## src/rtl/video_tracker.sv

```systemverilog
// Video timing tracker: follows vSync/hSync/displayEnabled on pixel ticks and reports dot/line/frame coordinates.
// Optional statistics (lastFieldLines, errorCount) are built only when VIDEO_TRACKER_STATS_EN is defined.
module video_tracker #(
  parameter int ACTIVE_DOTS      = 720,
  parameter int FIELD_LINES      = 288,
  parameter int COORD_W          = 10,
  parameter int INTERLACED       = 1,
  parameter int VSYNC_ACTIVE_LOW = 1,
  parameter int ODD_HSYNC_LEVEL  = 1
) (
  input  logic               pixelClockX6,
  input  logic               reset,
  input  logic [2:0]         pixelClockPhase,
  input  logic               vSync,
  input  logic               hSync,
  input  logic               displayEnabled,
  output logic [COORD_W-1:0] fieldLineDot,
  output logic [COORD_W-1:0] fieldLine,
  output logic [COORD_W-1:0] frameLine,
  output logic               isFieldOdd,
  output logic               pixelValid,
  output logic               fieldStart,
  output logic               shortLine,
  output logic               lineOverflow,
  output logic               locked,
  output logic [COORD_W-1:0] lastFieldLines,
  output logic [7:0]         errorCount
);

  // state  | meaning
  // SEARCH | unlocked, waiting for the first vSync assertion
  // VSYNC  | inside vertical sync, counters held at zero
  // ACTIVE | counting dots and lines of the current field
  typedef enum logic [1:0] {SEARCH, VSYNC, ACTIVE} trackerState_e;

  localparam logic [COORD_W-1:0] LAST_DOT  = COORD_W'(ACTIVE_DOTS - 1);
  localparam logic [COORD_W-1:0] LAST_LINE = COORD_W'(FIELD_LINES - 1);
  localparam logic [COORD_W-1:0] ONE       = COORD_W'(1);

  trackerState_e state;
  logic vsActPrev;
  logic dePrev;
  logic lineAdvanced;
  logic fieldFull;

  logic tick;
  logic vsAct;
  logic vsRise;
  logic vsFall;
  logic deFall;
  logic activeDe;
  logic dotWrap;
  logic shortEnd;
  logic lineAdvReq;
  logic atLastLine;
  logic oddAtVs;
  logic [COORD_W-1:0] frameNext;

  assign tick       = (pixelClockPhase == 3'd0);
  assign vsAct      = (VSYNC_ACTIVE_LOW != 0) ? ~vSync : vSync;
  assign vsRise     = vsAct & ~vsActPrev;
  assign vsFall     = ~vsAct & vsActPrev;
  assign deFall     = dePrev & ~displayEnabled;
  assign activeDe   = (state == ACTIVE) & ~vsRise;
  assign dotWrap    = displayEnabled & (fieldLineDot == LAST_DOT);
  assign shortEnd   = deFall & ~lineAdvanced & (fieldLineDot != '0);
  assign lineAdvReq = activeDe & (dotWrap | shortEnd);
  assign atLastLine = (fieldLine == LAST_LINE);
  assign oddAtVs    = (hSync == (ODD_HSYNC_LEVEL != 0));
  assign frameNext  = (INTERLACED != 0) ? {fieldLine[COORD_W-2:0], ~isFieldOdd} : fieldLine;

  // fieldFull marks that the last line of the field has completed; only a
  // further line end beyond that point counts as an overflow.
  always_ff @(posedge pixelClockX6 or posedge reset) begin
    if (reset) begin
      state        <= SEARCH;
      vsActPrev    <= 1'b0;
      dePrev       <= 1'b0;
      lineAdvanced <= 1'b0;
      fieldFull    <= 1'b0;
      fieldLineDot <= '0;
      fieldLine    <= '0;
      frameLine    <= '0;
      isFieldOdd   <= (INTERLACED != 0) ? 1'b0 : 1'b1;
      pixelValid   <= 1'b0;
      fieldStart   <= 1'b0;
      shortLine    <= 1'b0;
      lineOverflow <= 1'b0;
      locked       <= 1'b0;
    end else if (tick) begin
      vsActPrev  <= vsAct;
      dePrev     <= displayEnabled;
      frameLine  <= frameNext;
      pixelValid <= displayEnabled & locked & (state == ACTIVE);
      fieldStart <= 1'b0;
      shortLine  <= 1'b0;

      case (state)
        SEARCH: begin
          fieldLineDot <= '0;
          fieldLine    <= '0;
          lineAdvanced <= 1'b0;
          fieldFull    <= 1'b0;
          if (vsRise) state <= VSYNC;
        end
        VSYNC: begin
          fieldLineDot <= '0;
          fieldLine    <= '0;
          lineAdvanced <= 1'b0;
          fieldFull    <= 1'b0;
          if (vsFall) begin
            state      <= ACTIVE;
            locked     <= 1'b1;
            fieldStart <= 1'b1;
          end
        end
        ACTIVE: begin
          if (vsRise) begin
            state <= VSYNC;
          end else if (displayEnabled) begin
            if (dotWrap) begin
              fieldLineDot <= '0;
              lineAdvanced <= 1'b1;
            end else begin
              fieldLineDot <= fieldLineDot + ONE;
            end
          end else if (deFall) begin
            if (shortEnd) begin
              fieldLineDot <= '0;
              shortLine    <= 1'b1;
            end
            lineAdvanced <= 1'b0;
          end

          if (lineAdvReq) begin
            if (!atLastLine)     fieldLine    <= fieldLine + ONE;
            else if (!fieldFull) fieldFull    <= 1'b1;
            else                 lineOverflow <= 1'b1;
          end
        end
        default: state <= SEARCH;
      endcase

      if (vsRise) begin
        lineOverflow <= 1'b0;
        if (INTERLACED != 0) isFieldOdd <= oddAtVs;
      end
    end
  end

`ifdef VIDEO_TRACKER_STATS_EN
  logic       shortEvt;
  logic       ovfEvt;
  logic [8:0] errSum;

  assign shortEvt = activeDe & shortEnd;
  assign ovfEvt   = lineAdvReq & atLastLine & fieldFull & ~lineOverflow;
  assign errSum   = {1'b0, errorCount} + 9'(shortEvt) + 9'(ovfEvt);

  always_ff @(posedge pixelClockX6 or posedge reset) begin
    if (reset) begin
      lastFieldLines <= '0;
      errorCount     <= '0;
    end else if (tick) begin
      if (vsRise) lastFieldLines <= fieldLine + COORD_W'(fieldFull);
      errorCount <= errSum[8] ? 8'hFF : errSum[7:0];
    end
  end
`else
  assign lastFieldLines = '0;
  assign errorCount     = '0;
`endif

endmodule
```

## config.mk

```make
export PLATFORM = sky130hd
export DESIGN_NAME = video_tracker
export DESIGN_NICKNAME = d
export VERILOG_FILES = /design/src/rtl/video_tracker.sv
export SDC_FILE = /design/constraint.sdc
export NUM_CORES = 1
export LEC_CHECK = 0
export CELL_PAD_IN_SITES_DETAIL_PLACEMENT = 0
export CELL_PAD_IN_SITES_GLOBAL_PLACEMENT = 1
export CORE_ASPECT_RATIO = 0.6
export CORE_MARGIN = 3
export CORE_UTILIZATION = 38
export CTS_BUF_LIST = sky130_fd_sc_hd__clkbuf_4
export DETAILED_ROUTE_END_ITERATION = 7
export PLACE_DENSITY_LB_ADDON = 0.1
export SETUP_SLACK_MARGIN = 0.05
export SLEW_MARGIN = 20
export SYNTH_ARGS = -nofsm -noshare
export SYNTH_HDL_FRONTEND = slang
export SYNTH_SLANG_ARGS = --single-unit
```

## constraint.sdc

```tcl
create_clock -name pixelClockX6 -period 2.55 [get_ports pixelClockX6]
set_input_delay 0.51 -clock pixelClockX6 [delete_from_list [all_inputs] [get_ports pixelClockX6]]
set_output_delay 0.51 -clock pixelClockX6 [all_outputs]
set_load 0.02 [all_outputs]
```

# Word level (Yosys, flattened, before mapping)
# Cells that the tools add are included.
# W data, S select, Z words.
dict set report word_totals {
  in_bits 8
  elab_cells 96
  ramBits 0
  latchBits 0
  memories 0
  reg_bits 42
  output_inout_bits 54
  mem_bits_ro 0
}
dict set report classes {
  shifts 0
  multipliers 0
  n_bitwise 17
  div_mod_pow 0
  eq_ne 13
  order_cmp 0
  n_reduce_logical 18
  n_mux 32
  add_sub_neg 2
}
# operator count
set op_table {}
lappend op_table {{$mux W10} 7}
lappend op_table {{$pmux W10 S2} 2}
lappend op_table {{$add A10 B1 Y10 const B} 2}
lappend op_table {{$mux W1} 18}
lappend op_table {{$reduce_and A5 Y1} 3}
lappend op_table {{$and A1 B1 Y1} 10}
lappend op_table {{$eq A10 B10 Y1 const B} 1}
lappend op_table {{$eq A10 B9 Y1 const B} 1}
lappend op_table {{$ne A2 B2 Y1 const B} 5}
lappend op_table {{$reduce_bool A10 Y1} 1}
lappend op_table {{$reduce_bool A2 Y1} 5}
lappend op_table {{$ne A3 B3 Y1 const B} 3}
lappend op_table {{$reduce_and A4 Y1} 2}
lappend op_table {{$not A1 Y1} 6}
lappend op_table {{$reduce_and A3 Y1} 2}
lappend op_table {{$mux W2} 2}
lappend op_table {{$pmux W1 S2} 2}
lappend op_table {{$pmux W2 S2} 1}
lappend op_table {{$reduce_or A2 Y1} 2}
lappend op_table {{$logic_not A3 Y1} 1}
lappend op_table {{$eq A2 B1 Y1 const B} 1}
lappend op_table {{$eq A2 B2 Y1 const B} 1}
lappend op_table {{$logic_not A2 Y1} 1}
lappend op_table {{$ne A2 B1 Y1 const B} 1}
lappend op_table {{other kinds (2)} 2}

# Depth between registers and ports, before layout
# Gate-level depths: netlist of run 1.
dict set report logic_depth {
  word_depth 9
  ltp_mapped 8
  ltp_nobuf 8
}

# Worst setup path before layout of run 1
# No wires, ideal clock.
dict set report synth_timing {
  kind {register -> register}
  from {reg fieldLineDot[6]}
  to {reg fieldLine[2]}
  t_arrival_ps 2111
  t_required_ps 2426
  stages_incl_launch_ff 7
  path_buffers 0
  setup_time_ps 124
  synth_period_minus_slack_ps 2234
  slack_ps 316
  path_cell_list {dfrtp_1 or4_4 o41ai_4 a2bb2oi_4 nor2b_2 and3_1 a211o_1}
}
dict set report synth_via {
  elab_chain_cells 6
  elab_cells_between_ends 8
  cone_classes {2 x eq/ne; 4 x bitwise; 2 x reduce/logical}
}
# element line_no
set synth_rtl {}
lappend synth_rtl {{start: declaration} 17} ;# output logic [COORD_W-1:0] fieldLineDot,
lappend synth_rtl {{start signal: assignment} 125} ;# fieldLineDot <= fieldLineDot + ONE;
lappend synth_rtl {{$eq A10 B10 Y1 / $reduce_bool A10 Y1 (equally long branches)} {65, 66}}
lappend synth_rtl {{$and A1 B1 Y1, on equally long branches} {65, 66}}
lappend synth_rtl {{$or A1 B1 Y1 *} 67} ;# assign lineAdvReq = activeDe & (dotWrap | shortEnd);
lappend synth_rtl {{$and A1 B1 Y1 *} 67}
lappend synth_rtl {{$ne A2 B2 Y1 (no source line) *} --}
lappend synth_rtl {{$reduce_and A4 Y1 (no source line) *} --}
lappend synth_rtl {{end signal: assignment} 136} ;# if (!atLastLine) fieldLine <= fieldLine + ONE;
lappend synth_rtl {{end: declaration} 18} ;# output logic [COORD_W-1:0] fieldLine,
# Every way passes the cells marked *; elsewhere a longest branch is shown, timed or not.
# A chain may end at the register's enable or synchronous reset.

# Worst setup path after layout of run 1
dict set report layout_timing {
  from {reg fieldLineDot[0]}
  to {reg fieldLine[3]}
}
# The elaborated chain is that of the path after synthesis.

==> impl_results.md, run 1 <==
- Min Tclk post-route: 2.24 ns
- Area delta synth->final: 21.4%
- Sequential area share after synthesis: 44.1%
- Syn Inst Count: about 260
- Largest fanout on the critical path: 7
- Placed cell area: roughly 2900 sq um
- Setup crit end: fieldLine[3]
- Internal power: 0.00108 W
- Sequential share of power: 49.6%
- Slew Viols, Final: 0
- Placer Congestion: 0.811
- Layout cells sized above 1: 12.7%
- Vias in the first global route: 1,727
- Clock sinks: 42
- Post_cts resized: 0
- First-pass GRT wire length: between 9 and 10 mm
- RSZ-0062 raised after global routing: no
- Clock tree from TritonCTS: built
- FF+latch count, synth: 42
- Maximum clock path buffer count: 2
- Setup Fix Bufs, Post-CTS: 0
- Die Height: 67.3 um
- Clock group share of total power: 17.8%
- Worst skew pair latency: 0.34 ns
- Htree depth: 2
- Mapped Area: 2380 sq um
- CP Launch Type: register
- Detail Route Antenna Nets: 0
- Largest net degree at the start of global routing: between 40 and 50
- Crit. End Element: register
- Drt wl/cell: 15.1 um
- Synth warnings: 0
- Ys flop type: dfrtp_1
- HP Start: frameLine[6]
- Most frequent cells in the layout: 48 x nand2_1, 43 x clkdlybuf4s50_1, 42 x dfrtp_1
- Rows: 21
- Number of library cell types mapped by synthesis: 50
- R2r worst-path depth: 7
- Final instance area: 2890 sq um
- P per Cell Area: slightly below 600 nW/um^2
- DR vias: 1,943
- ANT cells: 0
- Hold_buf cts: 0
- Final Cycle Share: 87.8%
- Logic gate share of total power: 32.6%
- Leakage: 1.30 nW
- Post-synth EDFFs: 0
- Initial antenna violation count: 0
- Worst reg2reg path startpoint: fieldLineDot[0]
- Worst r2r dst: fieldLine[3]
- Status: finished, final reports clean
- Sw Pwr: 0.000616 W
- Fmax: 446 MHz
- Starting Density: 41.0%
- Slew margin rel.: ~63%
- Grt ovf: 0
- Sw Ratio: between 30% and 40%
- 1st-iter DRT viols: 180
- Die area: 7290 sq um
- Hold Fails Final Rpt: 0
- Reg2reg setup slack: ~0.31 ns
- Tot GR Track Use: 17.0%
- Kind of critical path: reg2reg
- Total Routed Length: between 5 and 6 mm
- Clk slew on worst S/H paths: roughly 0.12 ns
- DR vias/cell: 5.01
- Synth async-reset ratio: between 90% and 100%
- Layout Utilization: roughly 50%
- Setup-failing EPs final: 0
- Clk_skew: 0.00741 ns
- Worst setup path start: fieldLineDot[0]
- Residual DRC count: 0
- Final #Nets: 320
- Worst IR drop on VDD: 0.000429 V
- TritonRoute pass-1 iters: 4
- Max-cap check violation count: 0
- Syn_area_per_cell: 9.13 sq um
- Core Area: 5810 sq um
- Worst-margin pin slew: about 0.55 ns
- Top Ports: 62
- CTS Buf Count: 5
- DP HPWL: ~4.3 mm
- # port buffers: 43
- Clk root buf: clkbuf_4
- TNS Setup: 0 ns
- Worst path required time: 2.83 ns
- Commonest non-fill, non-tap cell in the layout: nand2_1
- Die width: 108 um
- Hold/Removal Path Class: reg2reg
- WP data arrival: about 2.5 ns
==> per-stage QoR <==
step                cells  total power [W]  setup WS (ns)  hold slack [ns]
floorplan             278          0.00122          0.316            0.462
global placement      382          0.00140         0.0732            0.457
detailed placement    382          0.00140        0.00422            0.465
CTS                   388          0.00171          0.314            0.493
global route          388          0.00181          0.143            0.519
finish                388          0.00170          0.310            0.487
==> sequential cells by signal, indices dropped and copies added, names as in the netlist, 2 cells and up <==
register and flops:
frameLine 10, fieldLineDot 10, fieldLine 10, state 2
==> cell type report <==
cell class	count	area [sq um]
timing repair buffer	61	566
sequential	42	1050
clock buffer	5	37.5
multi-input combinational	194	1120
fill	575	2910
inverter	5	18.8
clock inverter	1	3.75
tap	80	100
==> cells by family after synthesis <==
| family | share of synthesized area, % |
|---|---|
| fa+ha+maj | 1.57 |
| flops | 44.1 |
| simple gates | 25.4 |
| mux | 0.892 |
| xor+xnor | 2.20 |
| other cells | 0.157 |
| buf+inv | 11.9 |
| compound gates | 13.8 |
==> synth_stat cells (2+ instances only) <==
library cell	number	area share, %
clkbuf_1	6	0.94
inv_1	5	0.79
and3_1	3	0.79
dfrtp_1	42	44
o311ai_0	2	0.74
clkbuf_8	2	1.2
nor3_1	5	1.0
ha_1	3	1.6
o21ai_0	15	3.1
xor2_1	6	2.2
a21oi_1	12	2.5
nand4_1	5	1.3
o31ai_1	4	1.3
a211o_1	2	0.74
nor4_1	3	0.79
or3_1	2	0.52
nand2b_1	3	0.79
nand2_1	48	7.6
nand3_1	12	2.5
and2_1	3	0.79
nor2_1	18	2.8
nor2b_1	3	0.79
buf_4	28	8.8
a31oi_1	3	0.79
==> worst min path at each step <==
stage | end | slack (ns) | depth (start not counted)
5_1_grt | frameLine[7] | 0.52 | 2
6_report | frameLine[6] | 0.49 | 2
2_1_floorplan | dePrev | 0.46 | 2
4_1_cts | frameLine[4] | 0.49 | 2
3_5_place_dp | frameLine[4] | 0.46 | 2
3_3_place_gp | frameLine[7] | 0.46 | 2
==> routing by layer <==
layer	GRT usage, %	share of wire (%)	vias to the layer above
met2	19.9	35	69
met5	0	0	-
met1	29.3	57	916
li1	-	-	954
met4	3.31	0.60	0
met3	4.20	7.3	4
==> critical path, stage by stage (launching register included) <==
cell	delay (ns)
dfrtp_1	0.50
ha_1	0.29
nand4_1	0.17
nor3_4	0.27
a2bb2oi_4	0.11
or2b_4	0.29
or4_1	0.47
nand3_1	0.09
==> power by group through the flow <==
stage	clock network, W	logic, W	registers, W
floorplan	0	0.000366	0.000852
global placement	0	0.000550	0.000854
global route	0.000349	0.000610	0.000855
detailed placement	0	0.000555	0.000850
CTS	0.000311	0.000557	0.000839
finish	0.000303	0.000552	0.000842
(Power assumes the default switching activity.)
==> run 2, diff against run 1 <==
- CTS_BUF_LIST: sky130_fd_sc_hd__clkbuf_4 -> sky130_fd_sc_hd__clkbuf_4 sky130_fd_sc_hd__clkbuf_8
==> run 2 against run 1 <==
  * Clock power up 42%
  * Routed wire length hardly changed
  * Critical path depth is the same
==> impl_results.md, run 2 (synthesis results as in run 1) <==
- Grt ovf: 0 (unchanged)
- Clk slew on worst S/H paths: 0.08 ns (-0.04 ns)
- Worst path required time: 2.78 ns (-0.05 ns)
- Top Ports: 62 (unchanged)
- Largest net degree at the start of global routing: 43 (unchanged)
- Status: finished, final reports clean
- Initial antenna violation count: 0 (unchanged)
- Core Area: 5810 sq um (unchanged)
- Clk root buf: clkbuf_8
- Vias in the first global route: 1,735 (+0.46%)
- Die area: 7290 sq um (unchanged)
- Placed cell area: 2850 sq um (unchanged)
- Residual DRC count: 0 (unchanged)
- Filler cell count: 570 (-0.87%)
- Clock sinks: 42 (unchanged)
- Total Routed Length: 5.86 mm (about the same)
- Rows: 21 (unchanged)
- Clk_skew: 0.00334 ns (-0.00408 ns)
- Htree depth: 2 (unchanged)
- TNS Setup: 0 ns (unchanged)
- Hold_buf cts: 0 (unchanged)
- Hold Fails Final Rpt: 0 (unchanged)
- Final worst slack: 0.311 ns (+0.000604 ns)
- Top flop regs: fieldLineDot (10), fieldLine (10), frameLine (10)
- Maximum clock path buffer count: 2 (unchanged)
- Layout cells sized above 1: 13.0% (+0.32 points)
- RSZ-0062 raised after global routing: no
- Largest fanout on the critical path: 7 (unchanged)
- # port buffers: 43 (unchanged)
- Kind of critical path: reg2reg
- Setup-failing EPs final: 0 (unchanged)
- DR vias: 1,941 (-0.10%)
- P per Cell Area: 621 nW/um^2 (+5.9%)
- Post_cts resized: 0 (unchanged)
- Leakage: 1.32 nW (+1.4%)
- Min Tclk post-route: 2.24 ns (-0.000604 ns)
- Multi-input combinational cell area: 1120 sq um (unchanged)
- DP HPWL: 4.33 mm (unchanged)
- Worst IR drop on VDD: 0.000493 V (+15%)
- Register area: 1050 sq um (unchanged)
- Pre-CTS setup slack: 0.00422 ns (unchanged)
- Commonest non-fill, non-tap cell in the layout: nand2_1
- Slew Viols, Final: 0 (unchanged)
- Worst-margin pin slew: 0.557 ns (+0.00649 ns)
- Slew margin rel.: 62.8% (-0.43 points)
- Final instance area: 2940 sq um (+1.4%)
- Fmax: 447 MHz (about the same)
- Tot GR Track Use: 17.1% (+0.084 points)
- Clock tree from TritonCTS: built
- Setup Fix Bufs, Post-CTS: 0 (unchanged)
- Finished Layout Cells: 388 (unchanged)
- Most frequent cells in the layout: 48 x nand2_1, 43 x clkdlybuf4s50_1, 42 x dfrtp_1
- DR vias/cell: 5.00 (-0.10%)
- Area delta synth->final: 23.1%
- Placed Cells: 382 (unchanged)
- Drt wl/cell: 15.1 um (about the same)
- WP data arrival: 2.47 ns (-0.05 ns)
- Detail Route Antenna Nets: 0 (unchanged)
- Die Height: 67.3 um (unchanged)
- Starting Density: 41.0% (unchanged)
- Final #Nets: 320 (unchanged)
- 1st-iter DRT viols: 138 (-23%)
- CTS Buf Count: 5 (unchanged)
- Die width: 108 um (unchanged)
- Max-cap check violation count: 0 (unchanged)
- Placer Congestion: 0.811 (unchanged)
- ANT cells: 0 (unchanged)
- Crit. End Element: register
- CP Launch Type: register
- Worst skew pair latency: 0.29 ns (-0.05 ns)
- TritonRoute pass-1 iters: 4 (unchanged)
- Final Cycle Share: 87.8% (about the same)
- Hold/Removal Path Class: reg2reg
- First-pass GRT wire length: 9.47 mm (+0.15%)
==> run 2: layout make-up <==
class	instances	share of cell area (%)
multi-input cells	194	38.1
flip-flops and latches	42	35.8
repair buffers	61	19.3
well taps	80	3.41
clock buffers	6	2.81
inverters	5	0.639
==> run 2: per-layer routing <==
metal / vias to the layer above / share of wire (%) / track usage (%)
met5: - / 0 / 0
met2: 60 / 35 / 19.9
met3: 5 / 6.7 / 4.20
met1: 927 / 58 / 29.2
li1: 949 / - / -
met4: 0 / 0.79 / 4.25
==> run 2: power by group <==
part           internal, W  switching [W]  total, W  leakage, nW
combinational     0.000248       0.000306  0.000554        0.717
sequential        0.000737       0.000101  0.000839        0.556
clock             0.000209       0.000220  0.000430       0.0431
==> run 2: through the flow <==
step,hold WS [ns],total power (W),utilization [%]
after floorplan,0.462,0.00122,-
after global routing,0.508,0.00194,50.5
after CTS,0.483,0.00184,50.5
final,0.476,0.00182,50.5
after global placement,0.457,0.00140,49.1
after detailed placement,0.465,0.00140,49.1
==> run 2: worst paths after layout <==
kind,start,endpoint,slack [ns],depth (start not counted)
worst max-delay path,fieldLineDot[0],fieldLine[3],0.31,7
worst min-delay path,frameLine[4],frameLine[4],0.48,2
worst max register to register,fieldLineDot[0],fieldLine[3],0.31,7
worst min register to register,frameLine[4],frameLine[4],0.48,2
max in group asynchronous,reset,fieldLine[4],1.50,3
min in group asynchronous,reset,fieldLineDot[0],0.67,3
==> run 2: worst max-delay path, cell delays in order (launching register included) <==
cell	delay, ns
dfrtp_1	0.49
ha_1	0.28
nand4_1	0.17
nor3_4	0.27
a2bb2oi_4	0.11
or2b_4	0.29
or4_1	0.47
nand3_1	0.09
